[src/rtl/sa_tile_ctrl.sv]
// Tile sequencer for a weight-stationary systolic array: loads a weight tile,
// swaps it into the PEs, streams skewed activations, drains and signals done.
module sa_tile_ctrl #(
  parameter int ARRAY_ROWS     = 4,
  parameter int ARRAY_COLS     = 4,
  parameter int INP_DATA_WIDTH = 8,
  parameter int WGT_DATA_WIDTH = 8,
  parameter int K_WIDTH        = 16,
  parameter int OUT_LAT        = 6
) (
  input  logic                                     clk,
  input  logic                                     reset,
  input  logic                                     start,
  input  logic [K_WIDTH-1:0]                       num_vec,
  output logic                                     busy,
  output logic                                     done,
  input  logic                                     wgt_valid,
  output logic                                     wgt_ready,
  input  logic [ARRAY_COLS*WGT_DATA_WIDTH-1:0]     wgt_data,
  input  logic                                     act_valid,
  output logic                                     act_ready,
  input  logic [ARRAY_ROWS*INP_DATA_WIDTH-1:0]     act_data,
  output logic                                     b_path_en,
  output logic [ARRAY_COLS*WGT_DATA_WIDTH-1:0]     b_path_data,
  output logic                                     b_en,
  output logic [ARRAY_ROWS*INP_DATA_WIDTH-1:0]     a_in_bus,
  output logic [ARRAY_COLS-1:0]                    out_valid
);

  localparam int DRAIN_LEN = ARRAY_ROWS + ARRAY_COLS + OUT_LAT;
  localparam int VLINE_LEN = OUT_LAT + ARRAY_COLS;

  typedef enum logic [2:0] {
    S_IDLE,
    S_WLOAD,
    S_WSWAP,
    S_STREAM,
    S_DRAIN,
    S_DONE
  } state_t;

  state_t                                r_state;
  logic [K_WIDTH-1:0]                    r_k;
  logic [K_WIDTH-1:0]                    r_cnt;
  logic [ARRAY_COLS*WGT_DATA_WIDTH-1:0]  r_bpd;
  logic [VLINE_LEN-1:0]                  r_vline;

  logic w_wgt_acc;
  logic w_act_acc;
  logic w_last_beat;
  logic w_last_vec;
  logic w_last_drain;

  assign w_wgt_acc    = (r_state == S_WLOAD) && wgt_valid;
  assign w_act_acc    = (r_state == S_STREAM) && act_valid;
  assign w_last_beat  = (r_cnt == K_WIDTH'(ARRAY_ROWS - 1));
  // Only evaluated in STREAM, where K is known to be non-zero.
  assign w_last_vec   = (r_cnt == (r_k - K_WIDTH'(1)));
  assign w_last_drain = (r_cnt == K_WIDTH'(DRAIN_LEN - 1));

  always_ff @(posedge clk) begin
    if (reset) begin
      r_state <= S_IDLE;
      r_k     <= '0;
      r_cnt   <= '0;
      r_bpd   <= '0;
    end else begin
      case (r_state)
        S_IDLE: begin
          if (start) begin
            r_k     <= num_vec;
            r_cnt   <= '0;
            r_state <= S_WLOAD;
          end
        end
        S_WLOAD: begin
          if (wgt_valid) begin
            r_bpd <= wgt_data;
            if (w_last_beat) begin
              r_cnt   <= '0;
              r_state <= S_WSWAP;
            end else begin
              r_cnt <= r_cnt + K_WIDTH'(1);
            end
          end
        end
        S_WSWAP: begin
          r_state <= (r_k != '0) ? S_STREAM : S_DONE;
        end
        S_STREAM: begin
          if (act_valid) begin
            if (w_last_vec) begin
              r_cnt   <= '0;
              r_state <= S_DRAIN;
            end else begin
              r_cnt <= r_cnt + K_WIDTH'(1);
            end
          end
        end
        S_DRAIN: begin
          if (w_last_drain) begin
            r_cnt   <= '0;
            r_state <= S_DONE;
          end else begin
            r_cnt <= r_cnt + K_WIDTH'(1);
          end
        end
        S_DONE: begin
          r_state <= S_IDLE;
        end
        default: begin
          r_state <= S_IDLE;
        end
      endcase
    end
  end

  assign busy        = (r_state != S_IDLE);
  assign wgt_ready   = (r_state == S_WLOAD);
  assign act_ready   = (r_state == S_STREAM);
  assign b_en        = (r_state == S_WSWAP);
  assign done        = (r_state == S_DONE);
  assign b_path_en   = w_wgt_acc;
  assign b_path_data = r_bpd;

  // Row r sees its activation r+1 cycles after acceptance; bubbles push zeros.
  genvar gi;
  generate
    for (gi = 0; gi < ARRAY_ROWS; gi++) begin : g_row
      logic [INP_DATA_WIDTH-1:0] r_dly [gi+1];
      logic [INP_DATA_WIDTH-1:0] w_feed;

      assign w_feed = w_act_acc ? act_data[gi*INP_DATA_WIDTH +: INP_DATA_WIDTH] : '0;

      always_ff @(posedge clk) begin
        if (reset) begin
          for (int j = 0; j <= gi; j++) begin
            r_dly[j] <= '0;
          end
        end else begin
          r_dly[0] <= w_feed;
          for (int j = 1; j <= gi; j++) begin
            r_dly[j] <= r_dly[j-1];
          end
        end
      end

      assign a_in_bus[gi*INP_DATA_WIDTH +: INP_DATA_WIDTH] = r_dly[gi];
    end
  endgenerate

  always_ff @(posedge clk) begin
    if (reset) begin
      r_vline <= '0;
    end else begin
      r_vline <= {r_vline[VLINE_LEN-2:0], w_act_acc};
    end
  end

  // Column c result trails column 0 by c cycles.
  generate
    for (gi = 0; gi < ARRAY_COLS; gi++) begin : g_col
      assign out_valid[gi] = r_vline[OUT_LAT + gi];
    end
  endgenerate

endmodule

[config.mk]
export PLATFORM = sky130hd
export DESIGN_NAME = sa_tile_ctrl
export DESIGN_NICKNAME = d
export VERILOG_FILES = /design/src/rtl/sa_tile_ctrl.sv
export SDC_FILE = /design/constraint.sdc
export NUM_CORES = 1
export LEC_CHECK = 0
export CAP_MARGIN = 40
export CORE_MARGIN = 2
export CORE_UTILIZATION = 44
export DETAILED_ROUTE_END_ITERATION = 8
export GPL_TIMING_DRIVEN = 0
export HOLD_SLACK_MARGIN = 0.05
export PLACE_DENSITY = 0.76
export SETUP_SLACK_MARGIN = 0.4
export SLEW_MARGIN = 10
export SYNTH_ARGS = -nofsm -noshare
export SYNTH_HDL_FRONTEND = slang
export SYNTH_SLANG_ARGS = --single-unit
[constraint.sdc]
create_clock -name clk -period 2.5 [get_ports clk]
set_input_delay 0.375 -clock clk [delete_from_list [all_inputs] [get_ports clk]]
set_output_delay 0.375 -clock clk [all_outputs]
set_load 0.01 [all_outputs]
# Yosys cells after proc, flatten, opt, wreduce, memory -nomap -nowiden
# Memory sizes are Yosys's and may differ from the RTL's.
# Cells that the tools add are included.
# classes
n_eq_ne	14
n_reduce_logical	11
bitwise	9
n_addsub	2
n_mux	33
# ops
op	count
$mux W8	14
$mux W16	6
$pmux W16 S4	1
$mux W3	7
$add A16 B1 Y16 const B	1
$eq A16 B16 Y1	1
$eq A16 B2 Y1 const B	1
$eq A16 B4 Y1 const B	1
$reduce_bool A16 Y1	1
$sub A16 B1 Y16 const B	1
$pmux W3 S5	1
$or A1 B1 Y1	9
$ne A2 B2 Y1 const B	4
$reduce_or A8 Y1	1
$eq A3 B2 Y1 const B	2
$eq A3 B3 Y1 const B	2
$reduce_and A6 Y1	1
$mux W1	4
$ne A2 B1 Y1 const B	2
$reduce_and A2 Y1	2
$reduce_and A4 Y1	1
$reduce_bool A4 Y1	1
$eq A3 B1 Y1 const B	1
$logic_not A3 Y1	1
2 further kinds	3
# totals
regBits	77
in_bits	85
mem_bits_rw	80
elab_cells	78
mem_count	4
# memory_table
name	words	word_bits	read_ports	rd_ports_with_merged_regs	wr	line	source
g_row[3].r_dly	4	8	4	0	4	130	logic [INP_DATA_WIDTH-1:0] r_dly [gi+1];
g_row[2].r_dly	3	8	3	0	3	130	
g_row[1].r_dly	2	8	2	0	2	130	
g_row[0].r_dly	1	8	1	0	1	130	

# Logic depth before layout (Yosys ltp)
# depth
ltp_word	5
mapped_depth	11

# Worst setup path before layout
# No wires, ideal clock.
# synth_path
path_kind	register to register
start	register r_k[0]
end	register r_cnt[11]
stages_incl_launch_ff	11
t_arrival_ps	2484
path_slack_ps	-106
setup_time_ps	122
path_cell_list	dfxtp_1 -> inv_1 -> ha_1 -> nor3b_2 -> nand2_1 -> or3_1 -> a221oi_2 -> and4_4 -> a211oi_4 -> and3_1 -> a221o_1
# synth_via
elab_chain_len	5
# synth_rtl
element	line	source
start, declared	43	logic [K_WIDTH-1:0] r_k;
start signal, assigned	71	r_k <= num_vec;
$sub A16 B1 Y16	58	assign w_last_vec = (r_cnt == (r_k - K_WIDTH'(1)));
$eq A16 B16 Y1	58	
$mux W16	92	if (w_last_vec) begin
$mux W16	91	if (act_valid) begin
$pmux W16 S4	68	case (r_state)
end signal, assigned	83	r_cnt <= r_cnt + K_WIDTH'(1);
end signal, assigned	96	r_cnt <= r_cnt + K_WIDTH'(1);
end signal, assigned	105	r_cnt <= r_cnt + K_WIDTH'(1);
end, declared	44	logic [K_WIDTH-1:0] r_cnt;
# No other way between the ends. The select of a mux whose other input is x is not followed.
# A chain may end at the register's enable or synchronous reset.

# Worst setup path in the final report
# layout_path
start	register r_k[0]
end	register r_cnt[13]
# The elaborated chain is that of the path after synthesis.

==> reports/qor.csv <==
stage,metric,value,unit
status,status,"finished, violations left",
status,violations,negative setup slack,
yosys,synth.distinct_cells,60,
yosys,netlist_top_cells_area,"dfxtp_1, nand2_1, nor2b_1, a21oi_1, and2_1",
grt,track_usage,21.8,%
clock_tree,insertion_delay,0.43,ns
die,start_util,45.4,%
setup_path,cp-end-kind,flop,
timing,setup-violations-final,13,
timing,finalCritPeriodShare,105,%
yosys,seq_area_frac_synth,52.1,%
timing,final-hold-violation-count,0,
hold_path,hp-class,flop to flop,
final_layout,nets,955,
yosys,avgSynthCellArea,9.09,sq um
yosys,synthFlopType,dfxtp_1,
yosys,synth_top_family_by_area,simple AND/OR/NAND/NOR gates,
pwr,power_density,831,nW/um^2
grt,grt_pass1_vias,5390,
yosys,synth_seq_cells,157,
setup_path,cpPeakStageDelay,0.38,ns
clock_tree,cts_hold_buffers,0,
grt,overflow,0,
yosys,synth.mux.area_fraction,1.02,%
grt,grt_pass1_wl,25000,um
timing,slew-limit-headroom,59.8,%
die,fp.dieArea,14700,sq um
placed_design,place_ws,-0.388,ns
routing,drc,0,
final_layout,final_cell_mix,"clkdlybuf4s50_1, dfxtp_1, nand2_1",
routing,wire_per_inst,14.8,um
routing,ant_nets,0,
setup_path,start_kind,flop,
yosys,syn_inst,664,
clock_tree,root_buffer,clkbuf_16,
setup_path,startpoint,r_k[0],
final_layout,fillers,1027,
clock_tree,cts_tree,built,
routing,drt_pre_antenna_iters,5,
final_layout,drive_above_1_share,16.6,%
yosys,async_flop_share,0,%
final_layout,fin_util,66.6,%
yosys,yosysTopAreaCell,dfxtp_1,
die,core-area,13300,sq um
yosys,syn_area,6030,sq um
run,drv_cap,0,
timing,drv_slew,0,
setup_path,reg2reg_from,r_k[0],
die,io_pins,159,
clock_tree,clk_path_buf_depth,2,
yosys,netlist.area_leader.share,52.1,%
timing,postLayoutSetupSlackWorst,-0.136,ns
yosys,synth_fa_ha_area_share,0.622,%
timing,max_freq,379,MHz
yosys,synth_compound_area_share,9.93,%
grt,antenna_found_initial,0,
yosys,syn-num-nets,752,
clock_tree,path_clk_slew,0.06,ns
yosys,yosys_warnings,0,
setup_path,worstPathArrival,2.97,ns
routing,routed-via-count,5271,
timing,worstMarginPinSlew,0.604,ns
pwr,p_leak,3.37,nW
routing,drt_wl_total,15600,um
setup_path,cp_cell_sequence,inv_4 > ha_4 > nor3b_4 > and2_4 > mux2_4 > a31oi_4 > a211oi_2 > buf_4 > a211oi_4 > buf_6 > nand3_1 > o311ai_1,
pwr,ir_drop,0.669,mV
clock_tree,htree_levels,4,
placed_design,routabilityCongestion,0.897,
final_layout,area_growth,46.8,%
timing,min_period,2.64,ns
yosys,synth_simple_gate_area_share,26.9,%
final_layout,layout_commonest_cell,clkdlybuf4s50_1,
grt,grt_max_degree,17,
final_layout,antenna_cells,0,
setup_path,crit_fanout,6,
die,die_w,121,um
timing,fin_skew,0.00834,ns
placed_design,port_buffers,158,
clock_tree,cts_buffers,17,
routing,via_per_inst,4.99,
placed_design,hpwl,10900,um
clock_tree,cts.sinks,157,
die,row_count,42,
die,die_h,121,um
setup_path,cp.required,2.83,ns
timing,rsz0062_at_grt,true,
hold_path,min-delay-start,g_row[3].r_dly[1][0],
setup_path,crit_type,flop to flop,
setup_path,critPathSlowestCell,dfxtp_4,
routing,drtIter0Drc,244,
yosys,synth-edff-count,0,
yosys,synth-xor-area-share,3.05,%
==> layout make-up <==
class,instances,area (sq um),share of cell area (%)
tap,176,220,2.49
inverter,8,35.0,0.395
sequential,157,3160,35.6
clock inverter,12,125,1.41
timing repair buffer,184,1780,20.1
clock buffer,20,457,5.15
multi-input combinational,434,2690,30.3
buffer,65,404,4.56
==> synthesized netlist by cell type (all sizes together) (3+ instances only) <==
cell type and instances:
and2 35, a21oi 57, o311ai 8, xnor2 12
buf 26, inv 8, ha 3, o21ai 8
nand3 18, nor4 7, or3 5, nand4 3
nor2 20, clkbuf 39, nor3b 3, o31ai 3
mux2i 5, xor2 9, dfxtp 157, nand2b 4
nand2 128, a211oi 5, and3 3, nor2b 62
nand3b 4, nor3 6, or2 4
==> logic make-up after synthesis <==
kind of cell,Yosys count
flops,157
simple gates,309
fa+ha+maj,3
compound gates,95
xor+xnor,21
mux,6
buf+inv,73
==> registers in the layout (all words and copies together) (netlist names) <==
name and cells:
r_state 3, r_vline 10, b_path_data 32, g_row.r_dly 80
r_cnt 16, r_k 16
==> worst max-delay path: cells and delay by family, from the launching register on <==
| family | cells | cell delay (ns) |
|---|---|---|
| multiplexers | 1 | 0.31 |
| flip-flops | 1 | 0.38 |
| buffers and inverters | 3 | 0.42 |
| adder cells (fa/ha/maj) | 1 | 0.12 |
| AND/OR/NAND/NOR | 3 | 0.56 |
| AO/OA/AOI/OAI | 4 | 0.75 |
==> per-layer routing <==
| metal | part of all wire [%] | wire (um) | track usage [%] | vias up |
|---|---|---|---|---|
| met3 | 8.9 | 1390 | 8.32 | 36 |
| met5 | 0 | 0 | 0 | - |
| li1 | - | - | - | 2572 |
| met2 | 52 | 8110 | 39.4 | 200 |
| met1 | 38 | 5880 | 22.9 | 2463 |
| met4 | 1.8 | 276 | 7.78 | 0 |
==> path summary, 6_finish.rpt <==
check	to	slack (ns)	cells after the start
worst min-delay path	g_row[3].r_dly[2][0]	0.44	1
worst max-delay path	r_cnt[13]	-0.14	12
worst min register to register	g_row[3].r_dly[2][0]	0.44	1
worst max register to register	r_cnt[13]	-0.14	12
==> per-stage QoR <==
step | area (sq um) | hold slack, ns | total power, W | std cells | setup TNS (ns)
floorplan | 6080 | 0.414 | 0.00384 | 664 | 0
global placement | 7880 | 0.416 | 0.00439 | 998 | -2.88
detailed placement | 7880 | 0.422 | 0.00446 | 998 | -4.73
CTS | 8690 | 0.436 | 0.00722 | 1046 | -0.616
global route | 8860 | 0.455 | 0.00768 | 1056 | -3.20
finish | 8860 | 0.436 | 0.00736 | 1056 | -1.19
==> what timing repair did <==
item                                    in CTS  in global routing
gates cloned                                 1                  1
resized for setup                           43                 30
pin swaps                                   17                 19
setup buffers                               15                  9
endpoints found under the setup margin      25                 21
==> where the power goes <==
part	switching, W	leakage, nW	internal, W
registers	0.000131	1.27	0.00265
clock network	0.00110	0.277	0.00145
logic	0.00104	1.83	0.000996
Power figures use the tool's default switching activity.
